===== src/rtl/rbus_arb_rr_if.sv =====
// rbus arbiter bundle: N requester lanes in, one shared rbus channel out.
// The arbiter uses the slave modport; requesters plus the sink use master.
interface rbus_arb_rr_if #(
  parameter int unsigned N = 4
) ();
  logic [1:0]   i_req  [N];
  logic [N-1:0] i_gnt;
  logic [N-1:0] i_stb;
  logic [N-1:0] i_sof;
  logic [71:0]  i_data [N];
  logic         o_stb;
  logic         o_sof;
  logic [71:0]  o_data;
  logic         o_lane;
  logic [1:0]   o_rdy;
  logic         o_tmo;
  logic         ff_err;

  modport slave (
    input  i_req, i_stb, i_sof, i_data, o_rdy,
    output i_gnt, o_stb, o_sof, o_data, o_lane, o_tmo, ff_err
  );

  modport master (
    output i_req, i_stb, i_sof, i_data, o_rdy,
    input  i_gnt, o_stb, o_sof, o_data, o_lane, o_tmo, ff_err
  );
endinterface


===== src/rtl/rbus_arb_rr.sv =====
// Packet-level round-robin arbiter for a shared rbus link. Lane 1 outranks
// lane 0; within a lane a single shared pointer rotates the winner. One packet
// is granted at a time and forwarded through a one-cycle registered datapath.
module rbus_arb_rr #(
  parameter int unsigned N   = 4,
  parameter int unsigned TMO = 15
) (
  input logic          clk,
  input logic          rst,
  rbus_arb_rr_if.slave bus_io
);

  localparam int unsigned PtrW   = (N > 1) ? $clog2(N) : 1;
  localparam logic [7:0]  TmoCnt = 8'(TMO);

  typedef enum logic [1:0] {StIdle, StWaitSof, StXfer} state_e;

  state_e          state_q, state_d;
  logic [N-1:0]    gnt_q, gnt_d;
  logic [PtrW-1:0] ptr_q, ptr_d;
  logic            lane_q, lane_d;
  logic [7:0]      cnt_q, cnt_d;
  logic            o_stb_q, o_stb_d;
  logic            o_sof_q, o_sof_d;
  logic [71:0]     o_data_q, o_data_d;
  logic            o_tmo_q, o_tmo_d;
  logic            err_q, err_d;

  logic [N-1:0]    elig0, elig1, elig;
  logic            lane_pick;
  logic            found;
  logic [PtrW-1:0] win;
  logic            g_stb, g_sof;
  logic [71:0]     g_data;
  logic            stray;

  // Eligibility per lane, lane choice, and round-robin pick from last_winner+1.
  always_comb begin
    int unsigned c;
    logic [PtrW-1:0] cp;
    c     = 0;
    cp    = '0;
    elig0 = '0;
    elig1 = '0;
    for (int unsigned n = 0; n < N; n++) begin
      elig0[n] = bus_io.i_req[n][0] & bus_io.o_rdy[0];
      elig1[n] = bus_io.i_req[n][1] & bus_io.o_rdy[1];
    end
    lane_pick = |elig1;
    elig      = lane_pick ? elig1 : elig0;
    found     = 1'b0;
    win       = ptr_q;
    for (int unsigned i = 1; i <= N; i++) begin
      c  = (32'(ptr_q) + i) % N;
      cp = PtrW'(c);
      if (!found && elig[cp]) begin
        found = 1'b1;
        win   = cp;
      end
    end
  end

  // Granted channel's inputs; ptr_q doubles as the current winner's index.
  // In IDLE gnt_q is zero, so any strobe there counts as stray.
  always_comb begin
    g_stb  = bus_io.i_stb[ptr_q] & gnt_q[ptr_q];
    g_sof  = bus_io.i_sof[ptr_q];
    g_data = bus_io.i_data[ptr_q];
    stray  = |(bus_io.i_stb & ~gnt_q);
  end

  // FSM next state, grant bookkeeping, timeout and forwarded word.
  always_comb begin
    state_d  = state_q;
    gnt_d    = gnt_q;
    ptr_d    = ptr_q;
    lane_d   = lane_q;
    cnt_d    = cnt_q;
    o_stb_d  = 1'b0;
    o_sof_d  = 1'b0;
    o_data_d = o_data_q;
    o_tmo_d  = 1'b0;
    err_d    = err_q | stray;
    unique case (state_q)
      StIdle: begin
        if (found) begin
          gnt_d      = '0;
          gnt_d[win] = 1'b1;
          ptr_d      = win;
          lane_d     = lane_pick;
          cnt_d      = '0;
          state_d    = StWaitSof;
        end
      end
      StWaitSof: begin
        if (g_stb && g_sof) begin
          // A sof on the timeout cycle wins over the timeout.
          o_stb_d  = 1'b1;
          o_sof_d  = 1'b1;
          o_data_d = g_data;
          state_d  = StXfer;
        end else begin
          if (g_stb) begin
            err_d = 1'b1;
          end
          if (cnt_q >= TmoCnt) begin
            gnt_d   = '0;
            o_tmo_d = 1'b1;
            state_d = StIdle;
          end else if (cnt_q != 8'hff) begin
            cnt_d = cnt_q + 8'd1;
          end
        end
      end
      StXfer: begin
        if (g_stb) begin
          o_stb_d  = 1'b1;
          o_sof_d  = g_sof;
          o_data_d = g_data;
          if (g_sof) begin
            err_d = 1'b1;
          end
        end else begin
          gnt_d   = '0;
          state_d = StIdle;
        end
      end
      default: begin
        gnt_d   = '0;
        state_d = StIdle;
      end
    endcase
  end

  // State and registered outputs; reset aborts any packet in flight.
  always_ff @(posedge clk or posedge rst) begin
    if (rst) begin
      state_q  <= StIdle;
      gnt_q    <= '0;
      ptr_q    <= PtrW'(N - 1);
      lane_q   <= 1'b0;
      cnt_q    <= '0;
      o_stb_q  <= 1'b0;
      o_sof_q  <= 1'b0;
      o_data_q <= '0;
      o_tmo_q  <= 1'b0;
      err_q    <= 1'b0;
    end else begin
      state_q  <= state_d;
      gnt_q    <= gnt_d;
      ptr_q    <= ptr_d;
      lane_q   <= lane_d;
      cnt_q    <= cnt_d;
      o_stb_q  <= o_stb_d;
      o_sof_q  <= o_sof_d;
      o_data_q <= o_data_d;
      o_tmo_q  <= o_tmo_d;
      err_q    <= err_d;
    end
  end

  assign bus_io.i_gnt  = gnt_q;
  assign bus_io.o_stb  = o_stb_q;
  assign bus_io.o_sof  = o_sof_q;
  assign bus_io.o_data = o_data_q;
  assign bus_io.o_lane = lane_q;
  assign bus_io.o_tmo  = o_tmo_q;
  assign bus_io.ff_err = err_q;

endmodule

===== src/flat_wrapper.sv =====
// flat-port wrapper written by rule: the top's interface ports become plain ports
module rbus_arb_rr_flat 
#(
  parameter int unsigned N   = 4,
  parameter int unsigned TMO = 15
)
  (clk, rst, bus_io_i_req, bus_io_i_stb, bus_io_i_sof, bus_io_i_data, bus_io_o_rdy, bus_io_i_gnt, bus_io_o_stb, bus_io_o_sof, bus_io_o_data, bus_io_o_lane, bus_io_o_tmo, bus_io_ff_err);
  rbus_arb_rr_if #(.N(N)) bus_io_i ();
  input logic clk;
  input logic rst;
  input wire logic [$bits(bus_io_i.i_req)-1:0] bus_io_i_req;
  input wire logic [$bits(bus_io_i.i_stb)-1:0] bus_io_i_stb;
  input wire logic [$bits(bus_io_i.i_sof)-1:0] bus_io_i_sof;
  input wire logic [$bits(bus_io_i.i_data)-1:0] bus_io_i_data;
  input wire logic [$bits(bus_io_i.o_rdy)-1:0] bus_io_o_rdy;
  output wire logic [$bits(bus_io_i.i_gnt)-1:0] bus_io_i_gnt;
  output wire logic [$bits(bus_io_i.o_stb)-1:0] bus_io_o_stb;
  output wire logic [$bits(bus_io_i.o_sof)-1:0] bus_io_o_sof;
  output wire logic [$bits(bus_io_i.o_data)-1:0] bus_io_o_data;
  output wire logic [$bits(bus_io_i.o_lane)-1:0] bus_io_o_lane;
  output wire logic [$bits(bus_io_i.o_tmo)-1:0] bus_io_o_tmo;
  output wire logic [$bits(bus_io_i.ff_err)-1:0] bus_io_ff_err;
  assign bus_io_i.i_req = {>>{bus_io_i_req}};
  assign bus_io_i.i_stb = bus_io_i_stb;
  assign bus_io_i.i_sof = bus_io_i_sof;
  assign bus_io_i.i_data = {>>{bus_io_i_data}};
  assign bus_io_i.o_rdy = bus_io_o_rdy;
  assign bus_io_i_gnt = bus_io_i.i_gnt;
  assign bus_io_o_stb = bus_io_i.o_stb;
  assign bus_io_o_sof = bus_io_i.o_sof;
  assign bus_io_o_data = bus_io_i.o_data;
  assign bus_io_o_lane = bus_io_i.o_lane;
  assign bus_io_o_tmo = bus_io_i.o_tmo;
  assign bus_io_ff_err = bus_io_i.ff_err;
  rbus_arb_rr #(.N(N), .TMO(TMO)) u_core (.clk(clk), .rst(rst), .bus_io(bus_io_i));
endmodule

===== config.mk =====
export PLATFORM = sky130hd
export DESIGN_NAME = rbus_arb_rr_flat
export DESIGN_NICKNAME = d
export VERILOG_FILES = /design/src/rtl/rbus_arb_rr_if.sv /design/src/rtl/rbus_arb_rr.sv /design/src/flat_wrapper.sv
export SDC_FILE = /design/constraint.sdc
export NUM_CORES = 1
export LEC_CHECK = 0
export CORE_AREA = 2 2 152 154
export CTS_BUF_LIST = sky130_fd_sc_hd__clkbuf_16
export CTS_CLUSTER_SIZE = 30
export DETAILED_ROUTE_END_ITERATION = 7
export DIE_AREA = 0 0 154 156
export PLACE_DENSITY = 0.6
export SYNTH_ARGS = -nofsm -noshare
export SYNTH_HDL_FRONTEND = slang
export SYNTH_SLANG_ARGS = --single-unit

===== constraint.sdc =====
create_clock -name clk -period 3 [get_ports clk]
set_clock_uncertainty 0.15 [all_clocks]
set_input_delay 0.3 -clock clk [delete_from_list [all_inputs] [get_ports clk]]
set_output_delay 0.3 -clock clk [all_outputs]
set_load 0.01 [all_outputs]

# [Word level (Yosys, flattened, before mapping)]
# Cells that the tools add are included.
[op_classes] magnitude_cmp=9 bitwise_logic=13 reduce_logical=18 addsub=5 n_mux=59 n_eq_ne=12 shifts=0 n_mul=0 div=0
[ops] op="72-bit 2-to-1 mux" n=4
[ops] op="72-bit binary-select mux with 2-bit select" n=1
[ops] op="72-bit one-hot mux with 2 select lines" n=1
[ops] op="8-bit 2-to-1 mux" n=4
[ops] op="1-bit 2-to-1 mux" n=22
[ops] op="4-bit 2-to-1 mux" n=5
[ops] op="2-bit by 3-bit < comparator with 1-bit output, second input constant" n=6
[ops] op="2-bit 2-to-1 mux" n=8
[ops] op="8-bit one-hot mux with 2 select lines" n=1
[ops] op="1-bit binary-select mux with 2-bit select" n=7
[ops] op="4-bit one-hot mux with 3 select lines" n=1
[ops] op="2-bit by 1-bit inequality test with 1-bit output, second input constant" n=5
[ops] op="1-bit bitwise AND" n=9
[ops] op="8-bit by 1-bit adder with 8-bit output, second input constant" n=1
[ops] op="8-bit by 4-bit >= comparator with 1-bit output, second input constant" n=1
[ops] op="8-bit inequality test, second input constant" n=1
[ops] op="4-bit OR reduction" n=2
[ops] op="2-bit inequality test, second input constant" n=3
[ops] op="1-bit one-hot mux with 2 select lines" n=3
[ops] op="2-bit one-hot mux with 3 select lines" n=1
[ops] op="3-bit AND reduction" n=2
[ops] op="1-bit logical AND" n=5
[ops] op="5-bit AND reduction" n=1
[ops] op="2-bit by 1-bit adder with 2-bit output, second input constant" n=2
[ops] op="16 further kinds" n=20
[word_totals] ramBits=0 elab_cells=126 regBits=93 output_inout_bits=81 romBits=0 mem_count=0 latch_bits=0

# [Depth between registers and ports, before layout]
[depth] word_depth=21 mapped_depth=7

# [Least setup slack after synthesis]
# OpenSTA, ideal clock, no wires.
[synth_path] path_kind="register to register" from="register u_core.ptr_q[0]" to="register u_core.o_data_q[0] (netlist: u_core.bus_io.o_data[0])" path_stages_with_launch=6 t_arrival_ns=2.211 path_buffers=3 slack_ns=0.512 synth_period_minus_slack_ns=2.488 path_cell_list="dfstp_2 > buf_2 > buf_4 > clkbuf_1 > mux4_2 > mux2_1"
[synth_via] elab_chain_len=6 elab_cells_between_ends=18
[synth_lines] element="start: declaration" line="rbus_arb_rr.sv:20" text="logic [PtrW-1:0] ptr_q, ptr_d;"
[synth_lines] element="start signal: assignment" line="rbus_arb_rr.sv:140" text="ptr_q <= PtrW'(N - 1);"
[synth_lines] element="start signal: assignment" line="rbus_arb_rr.sv:151" text="ptr_q <= ptr_d;"
[synth_lines] element="1-bit binary-select mux with 2-bit select or 2-bit inverter with 3-bit output (tied branches)" line="rbus_arb_rr.sv:66, rbus_arb_rr.sv:68"
[synth_lines] element="1-bit 2-to-1 mux (not written as such) or 72-bit binary-select mux with 2-bit select (tied branches)" line="rbus_arb_rr.sv:66, rbus_arb_rr.sv:68"
[synth_lines] element="1-bit bitwise AND or 72-bit 2-to-1 mux (tied branches)" line="rbus_arb_rr.sv:66, rbus_arb_rr.sv:68"
[synth_lines] element="1-bit logical AND or 72-bit 2-to-1 mux (tied branches)" line="rbus_arb_rr.sv:96, rbus_arb_rr.sv:68"
[synth_lines] element="2-bit by 1-bit inequality test with 1-bit output (no source line) (tied with other cells)"
[synth_lines] element="3-bit AND reduction (no source line) or 72-bit one-hot mux with 2 select lines (tied branches)"
[synth_lines] element="end signal: assignment" line="rbus_arb_rr.sv:156" text="o_data_q <= o_data_d;"
[synth_lines] element="end: declaration" line="rbus_arb_rr.sv:25" text="logic [71:0] o_data_q, o_data_d;"
# Parallel ways exist; a longest one is shown, timed or not. The select of a mux whose other input is x is not followed.
# A chain may end at the register's enable or synchronous reset.

# [Worst setup path after layout]
[layout_path] from="register u_core.ptr_q[0]" to="register u_core.o_data_q[61] (netlist: u_core.bus_io.o_data[61])"
# Same word-level chain as after synthesis.

==> flow_metrics.py <==
metrics = {
    "status": {
        "status": "finished clean",
    },
    "global_route": {
        "use_met1_pct": 21.9,
        "grt_pass1_vias": 5593,
        "use_met2_pct": 33.7,
        "antenna_found_initial": 1,
        "gr-total-overflow": 0,
        "grt_first_pass_wirelength_mm": 33.7,
        "grt_usage_pct": 18.7,
        "grt_max_degree": 52,
        "gr-max-usage-layer": "met2",
        "grt_use_met3_pct": 5.47,
    },
    "final_layout": {
        "final_common_cell": "clkdlybuf4s50_1",
        "drive_above_1_share_pct": 14.5,
        "synthToLayoutAreaGrowth_pct": 77.7,
        "final_cell_mix": "clkdlybuf4s50_1, dfrtp_1, mux4_2",
        "fin_area_mm2": 0.0102,
        "nets": 1071,
        "utilization_pct": 45.5,
    },
    "pwr": {
        "p_leak_nw": 3.85,
        "p_per_area_mw_per_mm2": 859,
        "vdd_drop_max_v": 0.000496,
    },
    "timing": {
        "worst_pin_slew_ns": 0.883,
        "rsz0062_at_grt": "false",
        "slew_headroom_pct": 41.1,
        "setup_viol": 0,
        "period_minus_slack_ns": 2.64,
        "final-max-slew-violation-count": 0,
        "final-hold-violation-count": 0,
        "layout_setup_ws_ns": 0.355,
        "fin_crit_sh_pct": 88.2,
        "max_freq_mhz": 378,
        "setup_tns_ns": 0,
    },
    "setup_path": {
        "cp.required_ns": 3.08,
        "critPathMaxFanout": 28,
        "crit_path_top_delay_cell": "dfstp_4",
        "path_buf_inv": 2,
        "worstSetupStartpointType": "flip-flop",
        "cp_cell_sequence": "mux4_2, inv_2, nor2_1, o21ai_4, buf_4, mux2_1",
        "criticalPathCategory": "reg -> reg",
        "end_kind": "flip-flop",
        "cp.arrival_ns": 2.73,
        "critPathTopFamily": "multiplexers",
        "slowest_delay_ns": 0.65,
    },
    "clock_network": {
        "root_buffer": "clkbuf_16",
        "clock-sinks": 93,
        "cts_resized": 0,
        "cts_hold_buffers": 0,
        "clkTransAtPathRegs_ns": 0.07,
        "cts_tree": "done",
        "cts_buffers": 9,
        "post-cts-setup-buffer-count": 0,
        "insertion_delay_ns": 0.35,
        "ctsLongestPathBuffers": 2,
        "cts_max_level": 3,
    },
    "floorplan": {
        "die_width_um": 154,
        "rows": 55,
        "core_region_area_mm2": 0.0224,
        "ioPinCount": 389,
        "start_util_pct": 25.6,
        "dieArea_mm2": 0.0240,
        "die_h_um": 156,
    },
    "placement": {
        "place.gp.congestion": 0.936,
        "place_ws_ns": 0.278,
        "dp_hpwl_mm": 19.0,
        "placed_area_mm2": 0.00989,
        "io_buffers": 388,
    },
    "logic_synthesis": {
        "synth.avg_cell_area_um2": 15.1,
        "syn-cell-area_mm2": 0.00572,
        "yosysTopAreaCell": "dfrtp_1",
        "synth_top_flop_cell": "dfrtp_1",
        "yosys-top-cells-area": "dfrtp_1, mux4_2, mux2_1",
        "ys_ff_latch": 93,
        "yosysSeqAreaShare_pct": 40.7,
        "yosys_warnings": 0,
        "ys_types": 47,
        "syn_inst": 378,
        "synth-edff-count": 0,
        "synthDominantCellAreaShare_pct": 39.8,
        "syn_nets": 690,
        "synthArstFlopShare_pct": 100,
    },
    "worst_hold_path": {
        "hp-class": "in -> async",
    },
    "detailed_routing": {
        "drtPass1Iterations": 4,
        "ant_nets": 0,
        "drt_iter0_markers": 378,
        "vias_per_cell": 4.90,
        "wl_mm": 23.0,
        "drcViolationCount": 0,
        "vias": 5143,
        "wl_per_cell_um": 21.9,
    },
    "run": {
        "cap_violations": 0,
    },
}
routing by layer:
metal	wire [µm]	vias up
met3	1630	23
met4	307	0
met5	0	-
met1	8900	2577
met2	12200	239
li1	-	2304
path summary, 6_finish.rpt:
| check | from | cells past startpoint | to | slack (ns) |
|---|---|---|---|---|
| worst max-delay path | u_core.ptr_q[0] | 6 | u_core.bus_io.o_data[61] | 0.36 |
| worst min-delay path | rst | 2 | u_core.bus_io.o_data[1] | 0.20 |
| worst max register to register | u_core.ptr_q[0] | 6 | u_core.bus_io.o_data[61] | 0.36 |
| worst min register to register | u_core.bus_io.o_data[37] | 1 | u_core.bus_io.o_data[37] | 0.34 |
| max in group asynchronous | rst | 3 | u_core.ptr_q[1] | 1.70 |
| min in group clk | u_core.bus_io.o_data[37] | 1 | u_core.bus_io.o_data[37] | 0.34 |
sequential cells by signal, summed over array words and instances (netlist names):
signal and count:
u_core.bus_io.ff_err 1, u_core.bus_io.i_gnt 4, u_core.bus_io.o_data 72, u_core.bus_io.o_lane 1
u_core.bus_io.o_sof 1, u_core.bus_io.o_stb 1, u_core.bus_io.o_tmo 1, u_core.cnt_q 8
u_core.ptr_q 2, u_core.state_q 2
through the flow:
step / power (mW) / cells / hold WS [ns]
after floorplan: 5.49 / 378 / 0.315
after global placement: 7.65 / 1033 / 0.326
after detailed placement: 7.79 / 1033 / 0.331
after CTS: 8.91 / 1049 / 0.230
after global routing: 9.29 / 1050 / 0.251
final: 8.74 / 1050 / 0.205
logic make-up after synthesis:
kind of cell | after synthesis | synth area share (%)
and+or+nand+nor | 46 | 4.13
buffers and inverters | 37 | 3.43
adders and majority gates | 4 | 0.875
AOI/OAI and AO/OA | 49 | 6.80
DFF | 93 | 40.7
muxes | 149 | 44.1
Yosys cell counts, drive strengths merged (4+ instances only):
library cell,n
nor3,5
a21oi,8
dfrtp,91
buf,9
nor2b,6
mux2,73
a32o,5
o221ai,4
ha,4
o21ai,6
o31ai,4
mux4,75
and2,4
inv,11
clkbuf,17
nand2,12
nand3,5
nor2,5
layout make-up:
class	instances	area, µm²
flip-flops and latches	93	2340
inverters	11	43.8
fillers	2010	12200
diodes	1	2.50
multi-input cells	248	3200
clock inverters	7	51.3
repair buffers	396	3960
well taps	285	357
clock buffers	9	225
power by group:
group          internal, mW  leakage, nW  total [mW]  switching (mW)
Combinational          3.07         2.60        5.43            2.37
Sequential             1.90         1.12        2.23           0.333
Clock                 0.564        0.132        1.08           0.512
Total                  5.53         3.85        8.74            3.21
Power figures use the tool's default switching activity.
